### src/rtl/de2_input_conditioner_if.sv
// Board-pin side and conditioned-output side of the DE2-115 input conditioner.
// master drives the raw pins and observes the outputs; slave is the conditioner.
`timescale 1ns/1ps
interface de2_input_conditioner_if #(
    parameter int unsigned NUM_KEYS = 4,
    parameter int unsigned NUM_SW   = 18
);
    logic [NUM_KEYS-1:0] key_n_in;
    logic [NUM_SW-1:0]   sw_in;
    logic [NUM_KEYS-1:0] key_out;
    logic [NUM_SW-1:0]   sw_out;
    logic [NUM_KEYS-1:0] key_press;
    logic [NUM_KEYS-1:0] key_release;
    logic [NUM_SW-1:0]   sw_change;
    logic                tick_out;

    modport master (
        output key_n_in, sw_in,
        input  key_out, sw_out, key_press, key_release, sw_change, tick_out
    );

    modport slave (
        input  key_n_in, sw_in,
        output key_out, sw_out, key_press, key_release, sw_change, tick_out
    );
endinterface

### src/rtl/de2_input_conditioner.sv
// Synchronise, debounce and edge-detect the DE2-115 KEY/SW pins for the PIO exports.
// Define KEY_AUTOREPEAT_EN to add tick-based auto-repeat key_press pulses on held keys.
`timescale 1ns/1ps
module de2_input_conditioner #(
    parameter int unsigned NUM_KEYS           = 4,
    parameter int unsigned NUM_SW             = 18,
    parameter int unsigned SYNC_STAGES        = 2,
    parameter int unsigned TICK_CYCLES        = 50000,
    parameter int unsigned STABLE_TICKS       = 16,
    parameter int unsigned REPEAT_DELAY_TICKS = 500,
    parameter int unsigned REPEAT_RATE_TICKS  = 100
) (
    input  logic                   clk,
    input  logic                   reset_n,
    de2_input_conditioner_if.slave io
);

    localparam int unsigned NUM_BITS = NUM_KEYS + NUM_SW;
    localparam int unsigned PRE_W    = $clog2(TICK_CYCLES);
    localparam int unsigned CNT_W    = $clog2(STABLE_TICKS);
    localparam logic [PRE_W-1:0] PRE_LAST = PRE_W'(TICK_CYCLES - 1);
    localparam logic [CNT_W-1:0] CNT_LAST = CNT_W'(STABLE_TICKS - 1);

    if (SYNC_STAGES < 2 || TICK_CYCLES < 2 || STABLE_TICKS < 2 ||
        REPEAT_DELAY_TICKS < 1 || REPEAT_RATE_TICKS < 1) begin : g_param_check
        $error("de2_input_conditioner: parameter out of range");
    end

    // Key synchroniser holds raw pin polarity so reset loads 'released'.
    logic [NUM_KEYS-1:0] key_sync [SYNC_STAGES];
    logic [NUM_SW-1:0]   sw_sync  [SYNC_STAGES];
    logic [NUM_BITS-1:0] synced;

    always_ff @(posedge clk) begin
        if (!reset_n) begin
            for (int unsigned s = 0; s < SYNC_STAGES; s++) begin
                key_sync[s] <= '1;
                sw_sync[s]  <= '0;
            end
        end else begin
            key_sync[0] <= io.key_n_in;
            sw_sync[0]  <= io.sw_in;
            for (int unsigned s = 1; s < SYNC_STAGES; s++) begin
                key_sync[s] <= key_sync[s-1];
                sw_sync[s]  <= sw_sync[s-1];
            end
        end
    end

    assign synced = {sw_sync[SYNC_STAGES-1], ~key_sync[SYNC_STAGES-1]};

    logic [PRE_W-1:0] pre_cnt;
    logic             tick;

    assign tick = (pre_cnt == PRE_LAST);

    always_ff @(posedge clk) begin
        if (!reset_n) begin
            pre_cnt <= '0;
        end else if (tick) begin
            pre_cnt <= '0;
        end else begin
            pre_cnt <= pre_cnt + PRE_W'(1);
        end
    end

    logic [NUM_BITS-1:0] stable;
    logic [NUM_BITS-1:0] mismatch;
    logic [NUM_BITS-1:0] qualify;
    logic [CNT_W-1:0]    db_cnt [NUM_BITS];

    always_comb begin
        mismatch = synced ^ stable;
        qualify  = '0;
        for (int unsigned b = 0; b < NUM_BITS; b++) begin
            qualify[b] = mismatch[b] && tick && (db_cnt[b] == CNT_LAST);
        end
    end

    // A qualifying bit always mismatches, so toggling stable adopts the synced level.
    always_ff @(posedge clk) begin
        if (!reset_n) begin
            stable <= '0;
            for (int unsigned b = 0; b < NUM_BITS; b++) begin
                db_cnt[b] <= '0;
            end
        end else begin
            stable <= stable ^ qualify;
            for (int unsigned b = 0; b < NUM_BITS; b++) begin
                if (!mismatch[b] || qualify[b]) begin
                    db_cnt[b] <= '0;
                end else if (tick) begin
                    db_cnt[b] <= db_cnt[b] + CNT_W'(1);
                end
            end
        end
    end

    logic [NUM_KEYS-1:0] rpt_fire;

`ifdef KEY_AUTOREPEAT_EN
    localparam int unsigned RPT_MAX = (REPEAT_DELAY_TICKS > REPEAT_RATE_TICKS) ?
                                      REPEAT_DELAY_TICKS : REPEAT_RATE_TICKS;
    localparam int unsigned RPT_W   = $clog2(RPT_MAX + 1);
    localparam logic [RPT_W-1:0] RPT_DELAY_LAST = RPT_W'(REPEAT_DELAY_TICKS - 1);
    localparam logic [RPT_W-1:0] RPT_RATE_LAST  = RPT_W'(REPEAT_RATE_TICKS - 1);

    logic [RPT_W-1:0]    rpt_cnt [NUM_KEYS];
    logic [NUM_KEYS-1:0] rpt_started;

    // A qualifying key that is currently high is being released on this edge.
    always_comb begin
        rpt_fire = '0;
        for (int unsigned k = 0; k < NUM_KEYS; k++) begin
            rpt_fire[k] = tick && stable[k] && !qualify[k] &&
                          (rpt_cnt[k] == (rpt_started[k] ? RPT_RATE_LAST : RPT_DELAY_LAST));
        end
    end

    always_ff @(posedge clk) begin
        if (!reset_n) begin
            rpt_started <= '0;
            for (int unsigned k = 0; k < NUM_KEYS; k++) begin
                rpt_cnt[k] <= '0;
            end
        end else begin
            for (int unsigned k = 0; k < NUM_KEYS; k++) begin
                if (!stable[k]) begin
                    rpt_cnt[k]     <= '0;
                    rpt_started[k] <= 1'b0;
                end else if (rpt_fire[k]) begin
                    rpt_cnt[k]     <= '0;
                    rpt_started[k] <= 1'b1;
                end else if (tick) begin
                    rpt_cnt[k]     <= rpt_cnt[k] + RPT_W'(1);
                end
            end
        end
    end
`else
    assign rpt_fire = '0;
`endif

    logic [NUM_KEYS-1:0] key_press_q;
    logic [NUM_KEYS-1:0] key_release_q;
    logic [NUM_SW-1:0]   sw_change_q;

    always_ff @(posedge clk) begin
        if (!reset_n) begin
            key_press_q   <= '0;
            key_release_q <= '0;
            sw_change_q   <= '0;
        end else begin
            key_press_q   <= (qualify[NUM_KEYS-1:0] & synced[NUM_KEYS-1:0]) | rpt_fire;
            key_release_q <= qualify[NUM_KEYS-1:0] & ~synced[NUM_KEYS-1:0];
            sw_change_q   <= qualify[NUM_BITS-1:NUM_KEYS];
        end
    end

    assign io.key_out     = stable[NUM_KEYS-1:0];
    assign io.sw_out      = stable[NUM_BITS-1:NUM_KEYS];
    assign io.key_press   = key_press_q;
    assign io.key_release = key_release_q;
    assign io.sw_change   = sw_change_q;
    assign io.tick_out    = tick;

endmodule

### src/flat_wrapper.sv
// flat-port wrapper written by rule: the top's interface ports become plain ports
module de2_input_conditioner_flat 
#(
    parameter int unsigned NUM_KEYS           = 4,
    parameter int unsigned NUM_SW             = 18,
    parameter int unsigned SYNC_STAGES        = 2,
    parameter int unsigned TICK_CYCLES        = 50000,
    parameter int unsigned STABLE_TICKS       = 16,
    parameter int unsigned REPEAT_DELAY_TICKS = 500,
    parameter int unsigned REPEAT_RATE_TICKS  = 100
)
  (clk, reset_n, io_key_n_in, io_sw_in, io_key_out, io_sw_out, io_key_press, io_key_release, io_sw_change, io_tick_out);
  de2_input_conditioner_if #(.NUM_KEYS(NUM_KEYS), .NUM_SW(NUM_SW)) io_i ();
  input  logic clk;
  input  logic reset_n;
  input wire logic [$bits(io_i.key_n_in)-1:0] io_key_n_in;
  input wire logic [$bits(io_i.sw_in)-1:0] io_sw_in;
  output wire logic [$bits(io_i.key_out)-1:0] io_key_out;
  output wire logic [$bits(io_i.sw_out)-1:0] io_sw_out;
  output wire logic [$bits(io_i.key_press)-1:0] io_key_press;
  output wire logic [$bits(io_i.key_release)-1:0] io_key_release;
  output wire logic [$bits(io_i.sw_change)-1:0] io_sw_change;
  output wire logic [$bits(io_i.tick_out)-1:0] io_tick_out;
  assign io_i.key_n_in = io_key_n_in;
  assign io_i.sw_in = io_sw_in;
  assign io_key_out = io_i.key_out;
  assign io_sw_out = io_i.sw_out;
  assign io_key_press = io_i.key_press;
  assign io_key_release = io_i.key_release;
  assign io_sw_change = io_i.sw_change;
  assign io_tick_out = io_i.tick_out;
  de2_input_conditioner #(.NUM_KEYS(NUM_KEYS), .NUM_SW(NUM_SW), .SYNC_STAGES(SYNC_STAGES), .TICK_CYCLES(TICK_CYCLES), .STABLE_TICKS(STABLE_TICKS), .REPEAT_DELAY_TICKS(REPEAT_DELAY_TICKS), .REPEAT_RATE_TICKS(REPEAT_RATE_TICKS)) u_core (.clk(clk), .reset_n(reset_n), .io(io_i));
endmodule
### config.mk
export PLATFORM = sky130hd
export DESIGN_NAME = de2_input_conditioner_flat
export DESIGN_NICKNAME = d
export VERILOG_FILES = /design/src/rtl/de2_input_conditioner_if.sv /design/src/rtl/de2_input_conditioner.sv /design/src/flat_wrapper.sv
export SDC_FILE = /design/constraint.sdc
export NUM_CORES = 1
export LEC_CHECK = 0
export CAP_MARGIN = 20
export CORE_AREA = 8 8 134 136
export DETAILED_ROUTE_END_ITERATION = 8
export DIE_AREA = 0 0 142 144
export PLACE_DENSITY = 0.86
export RECOVER_POWER = 100
export SYNTH_ARGS = -nofsm -noshare
export SYNTH_HDL_FRONTEND = slang
export SYNTH_SLANG_ARGS = --single-unit
### constraint.sdc
create_clock -name clk -period 1.7 [get_ports clk]
set_input_delay 0.51 -clock clk [delete_from_list [all_inputs] [get_ports clk]]
set_output_delay 0.51 -clock clk [all_outputs]
set_load 0.02 [all_outputs]
# Word level (Yosys, flattened, before mapping)
# Memory sizes are Yosys's and may differ from the RTL's.
# Index checks and enable logic that the tools add are counted.
# totals
regBits	64
ram_bits	132
input_bits	24
output_inout_bits	49
elab_cells	381
memories	3
# mem_list
memory	words	width	rd	rd_clocked_by_memory_dff	wr	line_no	rtl
u_core.db_cnt	22	4	22	0	22	de2_input_conditioner.sv:70	logic [CNT_W-1:0] db_cnt [NUM_BITS];
u_core.sw_sync	2	18	2	0	2	de2_input_conditioner.sv:31	logic [NUM_SW-1:0] sw_sync [SYNC_STAGES];
u_core.key_sync	2	4	2	0	2	de2_input_conditioner.sv:30	logic [NUM_KEYS-1:0] key_sync [SYNC_STAGES];
# op_classes
addsub	23
n_eq_ne	23
mux	183
n_bitwise	55
reduce_logical	89
# ops
op	n
2-to-1 mux 4 bit	46
2-to-1 mux 1 bit	135
adder 4 x 1 -> 4 bit, second input constant	22
== test 4 bit, second input constant	22
OR 1 bit	48
logical AND 1 bit	44
XOR 22 bit	2
2-to-1 mux 18 bit	2
logical NOT 1 bit	22
logical OR 1 bit	22
adder 16 x 1 -> 16 bit, second input constant	1
== test 16 bit, second input constant	1
AND 4 bit	2
NOT 4 bit	2
OR reduction 2 bit	1
NOT 1 bit	1

# Depth between registers and ports, before layout
# An unclocked memory read counts as a cell.
# depth
ltp_word	11
ltp_mapped	7
ltp_nobuf	6

# Worst setup path after synthesis
# Ideal clock, no wire load.
# synth_timing
path_type	reg2reg
from	reg u_core.pre_cnt[0]
to	mem u_core.db_cnt[5][4] (netlist bit) (enable)
setup_time_ns	0.308
arrival_time_ns	1.517
required_time_ns	1.392
setup_slack_ns	-0.125
stages_incl_launch_ff	7
n_path_buf	1
period_less_slack_ns	1.825
path_cell_list	dfxtp_1 ha_1 and4_1 nand4_2 and2_0 clkbuf_1 nand2_1
# synth_rtl
item	line_no	rtl
start, declared	de2_input_conditioner.sv:52	logic [PRE_W-1:0] pre_cnt;
start signal, assigned	de2_input_conditioner.sv:63	pre_cnt <= pre_cnt + PRE_W'(1);
end, declared	de2_input_conditioner.sv:70	

==> flow_summary.yaml <==
run_status:
  outcome: "finished with violations"
  violations: "negative setup slack"
clock_network:
  cts_hold_buf: 0
  cts_tree: "done"
  cts-root-buf: "clkbuf_16"
  clock-sinks: 196
  cts_buffers: 17
  cts_buffer_depth: 2
  clk_latency_ns: 0.44
  clk_pin_slew_worst_paths_ns: 0.07
  htreeDepth: 4
pwr:
  vdd_ir_drop_max_mv: 0.8570
  power_leakage_nw: 4.169
  p_per_area_nw_per_um2: 874.1
setup_path:
  worstPathMaxFanout: 8
  end_kind: "flip-flop"
  worstPathArrival_ns: 2.28
  critical_path_class: "reg -> reg"
  r2r-end: "u_core.db_cnt[3][9]"
  r2r_slack_ns: -0.29
  worstPathRequired_ns: 2.00
  cp-start-kind: "flip-flop"
  r2r_cells: 10
  timing.rr.start: "u_core.pre_cnt[10]"
floorplanning:
  die_area_sq_um: 20450
  num_io_pins: 73
  die_w_um: 142
  rows: 47
  start_util: 0.4986
  coreArea_sq_um: 16050
  die_height_um: 144
route:
  vias_per_cell: 5.398
  ant_nets: 0
  routed_wirelength_mm: 19.13
  route.detailed.drc: 0
  dr.pass1.iters: 5
  wire_per_inst_um: 17.53
  drtIter0Drc: 453
  vias: 5889
place:
  io_buffers: 72
  pre_cts_slack_ns: -0.3717
  gp_congestion: 0.7791
  post-dp-hpwl_mm: 10.60
timing:
  hold_viol: 0
  fin_ws_ns: -0.2857
  tightest_slew_ns: 0.5522
  min_period_ns: 1.986
  skew_ns: 0.01257
  holdWs_ns: 0.4143
  finalSetupViolCount: 223
  relSlewSlack: 0.6306
  min_period_over_period: 1.168
  rsz0062_at_grt: "yes"
  fmax_mhz: 503.6
  slew_viol_final: 0
finish:
  mostFrequentLayoutCells: "nor2_1 (106), dfxtp_1 (105), edfxtp_1 (88)"
  layout_commonest_cell: "nor2_1"
  drive_gt1_frac: 0.1998
  antennaDiodeCount: 0
  final_nets: 905
  synthToLayoutAreaGrowth_pct: 29.49
synthesis:
  syn-num-nets: 784
  yosysSeqAreaShare: 0.6002
  synth_seq_cells: 196
  synth_area_per_cell_sq_um: 10.86
  synth_warnings: 0
  ys_types: 35
  syn_inst: 737
  syn_area_sq_um: 8005
grt:
  grt_start_max_net_pins: 46
  grt_overflow: 0
  globalRouteTotalUtil: 0.1748
  grt_first_pass_wirelength_mm: 27.72
  first_global_vias: 5691
  grt_antenna_before_repair: 0
hold_path:
  hold_end: "u_core.key_sync[0][7]"
  hp-start: "u_core.key_sync[0][3]"
  hold_class: "reg -> reg"
  hold_depth: 1
flow_run:
  max_cap_violations: 0
## repair_timing
item,in CTS,in global routing
pin swaps,8,51
endpoints found under the setup margin,278,245
buffers inserted,2,19
cloned,5,3
gates resized for setup,114,82
## through the flow
stage,area (sq um),total power [mW],setup TNS (ns),std cells,util
after floorplan,8089,5.350,0,737,-
after CTS,9970,9.072,-12.13,1069,0.6210
after global routing,10370,9.327,-46.27,1091,0.6457
final,10370,9.061,-34.54,1091,0.6457
after detailed placement,9195,5.480,-22.84,1030,0.5728
after global placement,9195,5.465,-12.84,1030,0.5728
## cell type report
cell class                 instances  area, sq um
sequential                       196         4808
inverter                          25        98.84
clock inverter                    11        81.33
multi-input combinational        490         3406
fill                            1129         5688
timing repair buffer             128         1256
tap                              220        275.3
clock buffer                      21        440.4
## sequential cells by signal (all words and copies together) (netlist names)
name                   flops
u_core.db_cnt             88
u_core.io.key_press        4
u_core.io.key_release      4
u_core.io.sw_change       18
u_core.key_sync            8
u_core.pre_cnt            16
u_core.stable             22
u_core.sw_sync            36
## worst max path at each step
stage / from / endpoint / slack, ns / cells past startpoint
floorplan: u_core.pre_cnt[0] / io_tick_out / 0.0003 / 5
global placement: u_core.pre_cnt[1] / io_tick_out / -0.34 / 5
detailed placement: u_core.pre_cnt[1] / io_tick_out / -0.37 / 5
CTS: u_core.pre_cnt[4] / io_tick_out / -0.27 / 4
global route: u_core.pre_cnt[4] / u_core.db_cnt[3][9] / -0.35 / 10
finish: u_core.pre_cnt[10] / u_core.db_cnt[3][9] / -0.29 / 10
## cell usage after synthesis
cell      number  share of area
nor2_1       120          0.056
dfxtp_1      108           0.27
edfxtp_1      88           0.33
nand3_1       68          0.043
nand2_1       49          0.023
xor2_1        48          0.053
and2_1        37          0.029
xnor2_1       32          0.035
nand4_1       29          0.023
inv_1         24          0.011
ha_1          23          0.036
o211ai_1      18          0.017
o31ai_1       18          0.017
clkbuf_1      16         0.0075
buf_2          9         0.0056
nand2b_1       8         0.0063
nor3_1         7         0.0044
a21boi_1       4         0.0038
nor4_1         4         0.0031
o21ai_0        4         0.0025
or3_1          4         0.0031
and4_1         3         0.0033
and3_1         2         0.0016
buf_6          2         0.0028
nor3b_1        2         0.0019
and2_0         1        0.00078
and3b_1        1         0.0011
buf_1          1        0.00047
clkbuf_2       1        0.00062
clkinv_1       1        0.00047
nand4_2        1         0.0016
nor2b_1        1        0.00078
nor4_2         1         0.0016
nor4b_2        1         0.0019
nor4b_4        1         0.0030
## critical path, cell delays in order, from the launching register on
cell	delay (ns)
dfxtp_1	0.34
nor4b_4	0.32
nand4_4	0.15
clkinv_4	0.09
buf_4	0.10
buf_6	0.11
buf_12	0.14
buf_12	0.11
clkbuf_16	0.17
nand4_1	0.16
nor2_1	0.14
## cell families after synthesis
kind of cell / synth area share
compound gates: 0.04001
xor+xnor: 0.08753
fa+ha+maj: 0.03595
buf+inv: 0.02876
flops: 0.6002
simple gates: 0.2076
## where the power goes
part	internal [mW]	leakage (nW)	switching, mW
Sequential	5.00	1.93	0.0736
Clock	1.88	0.245	1.74
Combinational	0.155	1.99	0.203
Total	7.04	4.17	2.02
## metal layers
layer / track usage / routed length (um) / share of wire / vias to the layer above
met5: 0 / 0 / 0 / -
li1: - / - / - / 2804
met2: 0.3046 / 9875 / 0.52 / 200
met3: 0.03962 / 1122 / 0.059 / 61
met4: 0.08649 / 705 / 0.037 / 0
met1: 0.1991 / 7426 / 0.39 / 2824
Note: power is estimated with default switching activity, not from simulation.
